<file path="src/rtl/bus_pma_gate_pkg.sv">
// ============================================================================
// Module : p_hardisc (package)
// Brief  : Shared types for the PMA-gated bus bridge: region table entry,
//          default region, bridge FSM encoding and AHB HTRANS codes.
// Rev    : 1.0  initial release
// ============================================================================
`default_nettype none

package p_hardisc;

    // Region match: ((addr ^ base) & mask) == 0 above the PMA alignment.
    typedef struct packed {
        logic [31:0] base;
        logic [31:0] mask;
        logic        read_only;
        logic        executable;
        logic        idempotent;
    } pma_cfg_t;

    // Zero mask matches every address: a single fully permissive region.
    localparam pma_cfg_t PMA_DEFAULT = '{
        base:       32'h0000_0000,
        mask:       32'h0000_0000,
        read_only:  1'b0,
        executable: 1'b1,
        idempotent: 1'b1
    };

    typedef enum logic [1:0] {
        ST_IDLE = 2'd0,
        ST_ADDR = 2'd1,
        ST_DATA = 2'd2,
        ST_RESP = 2'd3
    } gate_state_t;

    localparam logic [1:0] c_htrans_idle   = 2'b00;
    localparam logic [1:0] c_htrans_nonseq = 2'b10;

endpackage

`default_nettype wire

</file>
<file path="src/rtl/bus_pma_gate_pma.sv">
// ============================================================================
// Module : pma
// Brief  : Combinational physical-memory-attribute lookup; lowest-index
//          matching region wins, unmapped addresses are violations.
// Rev    : 1.0  initial release
// ============================================================================
`default_nettype none

module pma
    import p_hardisc::*;
#(
    parameter int unsigned                  FETCH       = 0,
    parameter int unsigned                  PMA_ALIGN   = 10,
    parameter int unsigned                  PMA_REGIONS = 1,
    parameter pma_cfg_t [PMA_REGIONS-1:0]   PMA_CFG     = '{default: PMA_DEFAULT}
)(
    input  logic [31:0] s_addr_i,
    input  logic        s_write_i,
    output logic        s_violation_o,
    output logic        s_idempotent_o
);

    localparam logic [31:0] c_align_mask = ~((32'h1 << PMA_ALIGN) - 32'h1);

    logic     w_hit;
    pma_cfg_t w_sel;

    always_comb begin
        w_hit = 1'b0;
        w_sel = '0;
        // Descending scan so the lowest-index match is the one left standing.
        for (int i = PMA_REGIONS - 1; i >= 0; i--) begin
            if (((s_addr_i ^ PMA_CFG[i].base) & PMA_CFG[i].mask & c_align_mask) == 32'h0) begin
                w_hit = 1'b1;
                w_sel = PMA_CFG[i];
            end
        end
    end

    always_comb begin
        if (FETCH != 0) begin
            s_violation_o = !w_hit || !w_sel.executable;
        end else begin
            s_violation_o = !w_hit || (s_write_i && w_sel.read_only);
        end
        s_idempotent_o = w_hit && w_sel.idempotent;
    end

endmodule

`default_nettype wire

</file>
<file path="src/rtl/bus_pma_gate.sv">
// ============================================================================
// Module : bus_pma_gate
// Brief  : Single-outstanding request-to-AHB-Lite bridge that rejects PMA
//          violations and misaligned accesses without touching the bus.
//          Optional bus timeout enabled by macro PMA_GATE_TIMEOUT_EN.
// Rev    : 1.0  initial release
// ============================================================================
`default_nettype none

module bus_pma_gate
    import p_hardisc::*;
#(
    parameter int unsigned                  FETCH       = 0,
    parameter int unsigned                  PMA_ALIGN   = 10,
    parameter int unsigned                  PMA_REGIONS = 1,
    parameter pma_cfg_t [PMA_REGIONS-1:0]   PMA_CFG     = '{default: PMA_DEFAULT},
    parameter int unsigned                  TIMEOUT     = 255
)(
    input  logic        s_clk_i,
    input  logic        s_reset_i,

    input  logic        s_req_valid_i,
    output logic        s_req_ready_o,
    input  logic [31:0] s_req_addr_i,
    input  logic        s_req_write_i,
    input  logic [1:0]  s_req_size_i,
    input  logic [31:0] s_req_wdata_i,

    output logic        s_rsp_valid_o,
    output logic        s_rsp_error_o,
    output logic [31:0] s_rsp_rdata_o,
    output logic        s_rsp_idempotent_o,

    output logic [31:0] m_haddr_o,
    output logic [1:0]  m_htrans_o,
    output logic        m_hwrite_o,
    output logic [2:0]  m_hsize_o,
    output logic [31:0] m_hwdata_o,
    input  logic [31:0] m_hrdata_i,
    input  logic        m_hready_i,
    input  logic        m_hresp_i
`ifdef PMA_GATE_TIMEOUT_EN
    ,
    output logic        s_timeout_o
`endif
);

    if (TIMEOUT < 1 || TIMEOUT > 65535) begin : g_timeout_range
        $error("bus_pma_gate: TIMEOUT out of range 1..65535");
    end

    gate_state_t r_state;
    gate_state_t w_next;

    logic [31:0] r_addr;
    logic        r_write;
    logic [1:0]  r_size;
    logic [31:0] r_wdata;
    logic        r_idem;
    logic        r_error;
    logic [31:0] r_rdata;

    logic w_violation;
    logic w_pma_idem;
    logic w_misaligned;
    logic w_accept;
    logic w_reject;
    logic w_timeout;

    pma #(
        .FETCH       (FETCH),
        .PMA_ALIGN   (PMA_ALIGN),
        .PMA_REGIONS (PMA_REGIONS),
        .PMA_CFG     (PMA_CFG)
    ) u_pma (
        .s_addr_i       (s_req_addr_i),
        .s_write_i      (s_req_write_i),
        .s_violation_o  (w_violation),
        .s_idempotent_o (w_pma_idem)
    );

    always_comb begin
        case (s_req_size_i)
            2'd0:    w_misaligned = 1'b0;
            2'd1:    w_misaligned = s_req_addr_i[0];
            2'd2:    w_misaligned = (s_req_addr_i[1:0] != 2'b00);
            default: w_misaligned = 1'b1;
        endcase
    end

    assign w_accept = s_req_valid_i && (r_state == ST_IDLE);
    assign w_reject = w_violation || w_misaligned;

`ifdef PMA_GATE_TIMEOUT_EN
    localparam logic [15:0] c_tmo_last = 16'(TIMEOUT - 1);

    logic [15:0] r_tmo_cnt;
    logic        r_timeout;

    assign w_timeout = ((r_state == ST_ADDR) || (r_state == ST_DATA)) &&
                       !m_hready_i && (r_tmo_cnt == c_tmo_last);

    always_ff @(posedge s_clk_i) begin
        if (s_reset_i) begin
            r_tmo_cnt <= 16'h0;
            r_timeout <= 1'b0;
        end else begin
            if (w_accept && !w_reject) begin
                r_tmo_cnt <= 16'h0;
            end else if (((r_state == ST_ADDR) || (r_state == ST_DATA)) && !m_hready_i) begin
                r_tmo_cnt <= r_tmo_cnt + 16'h1;
            end
            if (w_timeout) begin
                r_timeout <= 1'b1;
            end
        end
    end

    assign s_timeout_o = r_timeout;
`else
    assign w_timeout = 1'b0;
`endif

    always_ff @(posedge s_clk_i) begin
        if (s_reset_i) begin
            r_state <= ST_IDLE;
        end else begin
            r_state <= w_next;
        end
    end

    always_comb begin
        w_next = r_state;
        case (r_state)
            ST_IDLE: if (w_accept) w_next = w_reject ? ST_RESP : ST_ADDR;
            ST_ADDR: if (w_timeout) w_next = ST_RESP;
                     else if (m_hready_i) w_next = ST_DATA;
            ST_DATA: if (w_timeout || m_hready_i) w_next = ST_RESP;
            ST_RESP: w_next = ST_IDLE;
            default: w_next = ST_IDLE;
        endcase
    end

    always_ff @(posedge s_clk_i) begin
        if (s_reset_i) begin
            r_addr  <= 32'h0;
            r_write <= 1'b0;
            r_size  <= 2'd0;
            r_wdata <= 32'h0;
            r_idem  <= 1'b0;
            r_error <= 1'b0;
            r_rdata <= 32'h0;
        end else if (w_accept) begin
            r_idem  <= w_pma_idem;
            r_error <= w_reject;
            r_rdata <= 32'h0;
            // Rejected requests leave the bus-side registers untouched.
            if (!w_reject) begin
                r_addr  <= s_req_addr_i;
                r_write <= s_req_write_i;
                r_size  <= s_req_size_i;
                r_wdata <= s_req_wdata_i;
            end
        end else if (w_timeout) begin
            r_error <= 1'b1;
            r_rdata <= 32'h0;
        end else if ((r_state == ST_DATA) && m_hready_i) begin
            r_error <= m_hresp_i;
            r_rdata <= (!r_write && !m_hresp_i) ? m_hrdata_i : 32'h0;
        end
    end

    always_comb begin
        s_req_ready_o      = (r_state == ST_IDLE);
        s_rsp_valid_o      = (r_state == ST_RESP);
        s_rsp_error_o      = (r_state == ST_RESP) && r_error;
        s_rsp_rdata_o      = ((r_state == ST_RESP) && !r_error) ? r_rdata : 32'h0;
        s_rsp_idempotent_o = (r_state == ST_RESP) && r_idem;
        m_htrans_o         = (r_state == ST_ADDR) ? c_htrans_nonseq : c_htrans_idle;
        m_haddr_o          = r_addr;
        m_hwrite_o         = r_write;
        m_hsize_o          = {1'b0, r_size};
        m_hwdata_o         = r_wdata;
    end

endmodule

`default_nettype wire
</file>
<file path="config.mk">
export PLATFORM = sky130hd
export DESIGN_NAME = bus_pma_gate
export DESIGN_NICKNAME = d
export VERILOG_FILES = /design/src/rtl/bus_pma_gate_pkg.sv /design/src/rtl/bus_pma_gate_pma.sv /design/src/rtl/bus_pma_gate.sv
export SDC_FILE = /design/constraint.sdc
export NUM_CORES = 1
export LEC_CHECK = 0
export ABC_AREA = 0
export CORE_MARGIN = 5
export CORE_UTILIZATION = 65
export CTS_CLUSTER_SIZE = 40
export DETAILED_ROUTE_END_ITERATION = 8
export DONT_BUFFER_PORTS = 1
export MAX_ROUTING_LAYER = met4
export PLACE_DENSITY = 0.92
export RECOVER_POWER = 25
export SLEW_MARGIN = 40
export SYNTH_ARGS = -nofsm -noshare
export SYNTH_HDL_FRONTEND = slang
export SYNTH_SLANG_ARGS = --single-unit
</file>
<file path="constraint.sdc">
create_clock -name s_clk_i -period 2.3 [get_ports s_clk_i]
set_input_delay 0.575 -clock s_clk_i [delete_from_list [all_inputs] [get_ports s_clk_i]]
set_output_delay 0.575 -clock s_clk_i [all_outputs]
set_load 0.05 [all_outputs]
</file>
==> metrics.sh <==
DRT-WIRELENGTH-PER-CELL_UM=18.34
DP_CELLS=569
SYNTH_FLOP_CELL='dfxtp_1'
POST-ROUTE-CELL-AREA_UM2=5444
FINALPOWER_mW=4.530
FINAL_LAYOUT_SIZE_SUFFIX_GT1_FRAC=0.1347
CRIT_PATH_END_KIND='output port'
DRTPASS1ITERATIONS=4
FINAL_CELLS=586
MULTIINPUTGATEAREA_UM2=2312
CLKSLEWWORSTSETUPHOLDPATHS_NS=0.10
AREA.GROWTH.SYNTH_TO_FINAL_PCT=20.03
COUNT_OF_DISTINCT_CELL_TYPES_IN_THE_SYNTHESIZED_NETLIST=26
POSTPLACECELLAREA_UM2=5223
HPWLAFTERDP_MM=7.905
PATH_CLASS='reg2out'
TOTAL_CORE_AREA_UM2=6794
YOSYSWARNINGS=0
INITIAL_CORE_UTIL=0.6676
PORT-BUFFER-COUNT=0
SYNTH_SEQ_AREA_SHARE=0.4546
CTS_INSERTED_BUFFERS=9
FIN_CRIT_SH=0.9533
TRITONCTS_NUM_SINKS=103
MAXIMUM_NUMBER_OF_PINS_ON_ONE_NET_BEFORE_GLOBAL_ROUTE_REPAIR=140
REQUIRED_NS=1.73
SLEW_HEADROOM=0.4107
FIN_SETUP_TNS_NS=0
DETAIL_ROUTE.DRC_VIOLATIONS=0
POWER.DENSITY_CELL_AREA_nW_PER_UM2=832.0
CTSHOLDBUFFERS=0
SYNTH_LARGEST_AREA_CELL='dfxtp_1'
HP-CLASS='in2reg'
R2R.WORST_PATH.CELLS=6
SYNTHMOSTINSTANTIATEDCELL='nand2b_1'
IR_DROP_uV=514.0
CTS.HTREE.LEVELS=3
SYN_AVG_CELL_AREA_UM2=9.691
FIRST_GLOBAL_VIAS=3274
POSTSYNTHREGISTERBITS=103
SETUP-VIOLATIONS-FINAL=0
SYNTHCELLS=468
MOST_NUMEROUS_CELL_TYPES_IN_THE_SYNTHESIZED_NETLIST='nand2b_1, dfxtp_1, mux2i_1, and2_1, nor2_1'
FILL_CELLS=437
WORST-ENDPOINT-ARRIVAL_NS=1.62
FINALCRITICALPERIOD_NS=2.193
HIGHEST_CLOCK_RATE_MHz=456.1
TRITONCTS='yes'
POSTROUTEANTENNANETS=0
DIE_W_UM=93.54
GRT_REMAINING_OVERFLOW=0
ANTENNA_FOUND_INITIAL=0
DRT_FIRST_ITER_VIOLATIONS=97
CLK_ROOT_BUFFER_CELL='clkbuf_8'
DETAIL_ROUTE.WIRELENGTH_MM=10.75
RSZ0062_AT_GRT='false'
INSERTEDDIODECOUNT=0
GR-USAGE-ALL-LAYERS=0.2398
SYNTH-EDFF-COUNT=0
SYNTH_AREA_UM2=4536
SHARE_OF_ASYNC_SETTABLE_OR_ASYNC_RESETTABLE_FLOPS_AFTER_SYNTHESIS=0
POST_CTS_BUFFERS=0
DRV.MAX_CAP_VIOLATION_COUNT=0
GP_CONGESTION=0.7978
LAYOUT.AREA.SEQ_UM2=2064
WORST-SLEW-PIN-TRANSITION_NS=0.8840
YS_TOP_CELLS_BY_AREA='dfxtp_1, nand2b_1, mux2i_1'
MAXSLEWVIOLCOUNT=0
VIA_COUNT=3281
WORSTSKEWPAIRLATENCY_NS=0.36
WORST_HOLD_PATH.NUM_CELLS=1
SYNTHDOMINANTCELLAREASHARE=0.4546
TIMING.CLOCK.SKEW_NS=0.01023
FP.DIEAREA_UM2=8749
DIE_HEIGHT_UM=93.54
START_KIND='flop'
CLOCK_PATH_BUFFERS=2
PLACEMENT_ROWS=30
P_LEAK_nW=1.961
LAYOUT.NETS=593
HOLD_VIOL=0
RUN_STATUS='finished clean'
CRIT_FANOUT=4
GRT_FIRST_PASS_WIRELENGTH_MM=16.05
VIAS_PER_CELL=5.599
BOUNDARYPINS=210
[layout by cell type (no fill, tap or decap), types with 2 or more instances in the layout]
cell	instances
a21oi_1	3
a22oi_1	32
a311oi_1	2
and2_1	32
and2_4	2
buf_12	33
buf_4	6
buf_6	2
clkbuf_8	9
clkinv_4	3
clkinvlp_4	2
conb_1	2
dfxtp_1	101
dfxtp_2	2
ha_1	3
inv_1	2
mux2i_1	67
nand2_1	3
nand2b_1	136
nor2_1	34
[registers in the layout (all words and copies together) (netlist names)]
signal	flops
m_hwdata_o	32
m_haddr_o	32
r_size	2
m_hwrite_o	1
r_error	1
r_idem	1
r_state	2
r_rdata	32
[layer usage]
layer / share of wire / vias up / track usage
li1: - / 1567 / -
met4: 0.032 / 0 / 0.1071
met2: 0.51 / 154 / 0.4098
met3: 0.097 / 26 / 0.08126
met1: 0.36 / 1534 / 0.2510
met5: 0 / - / -
[repair_timing]
action                     CTS  global route
setup endpoints to repair   21            32
pin swaps                    0             0
gates resized for setup      4             6
gates cloned                 0             1
[cells by family after synthesis]
logic type / after synthesis / synth area share
flops: 103 / 0.4546
other cells: 1 / 0.0008268
compound gates: 42 / 0.07007
mux: 67 / 0.1479
simple gates: 212 / 0.2726
fa+ha+maj: 4 / 0.01103
buf+inv: 39 / 0.04303
[worst paths after layout]
check	startpoint	endpoint	slack (ns)
setup / recovery	r_state[1]	s_rsp_idempotent_o	0.11
hold / removal	s_reset_i	r_state[0]	0.32
setup reg to reg	r_state[0]	m_hwdata_o[28]	0.19
hold reg to reg	r_idem	r_idem	0.50
[cell type report]
cell class,instances,share of cell area
Clock buffer,9,0.02275
Multi-Input combinational cell,327,0.4247
Sequential cell,103,0.3792
Inverter,2,0.001379
Clock inverter,7,0.01517
Timing Repair Buffer,42,0.1347
Tap cell,96,0.02206
[critical path, cell delays in order (launching register included)]
cell     delay (ns)
dfxtp_2        0.38
ha_2           0.18
buf_4          0.21
and2_1         0.49
[through the flow]
step	hold slack, ns	util	setup WS, ns
floorplan	0.4285	-	0.07019
global placement	0.4505	0.7687	0.4476
detailed placement	0.4699	0.7687	0.3462
CTS	0.2786	0.8006	0.01647
global route	0.2967	0.8013	0.02779
finish	0.3212	0.8013	0.1074
[where the power goes]
part           total (mW)  internal [mW]  switching [mW]
clock                1.15          0.516           0.630
combinational       0.818          0.338           0.480
sequential           2.57           1.97           0.599
Power figures use the tool's default switching activity.
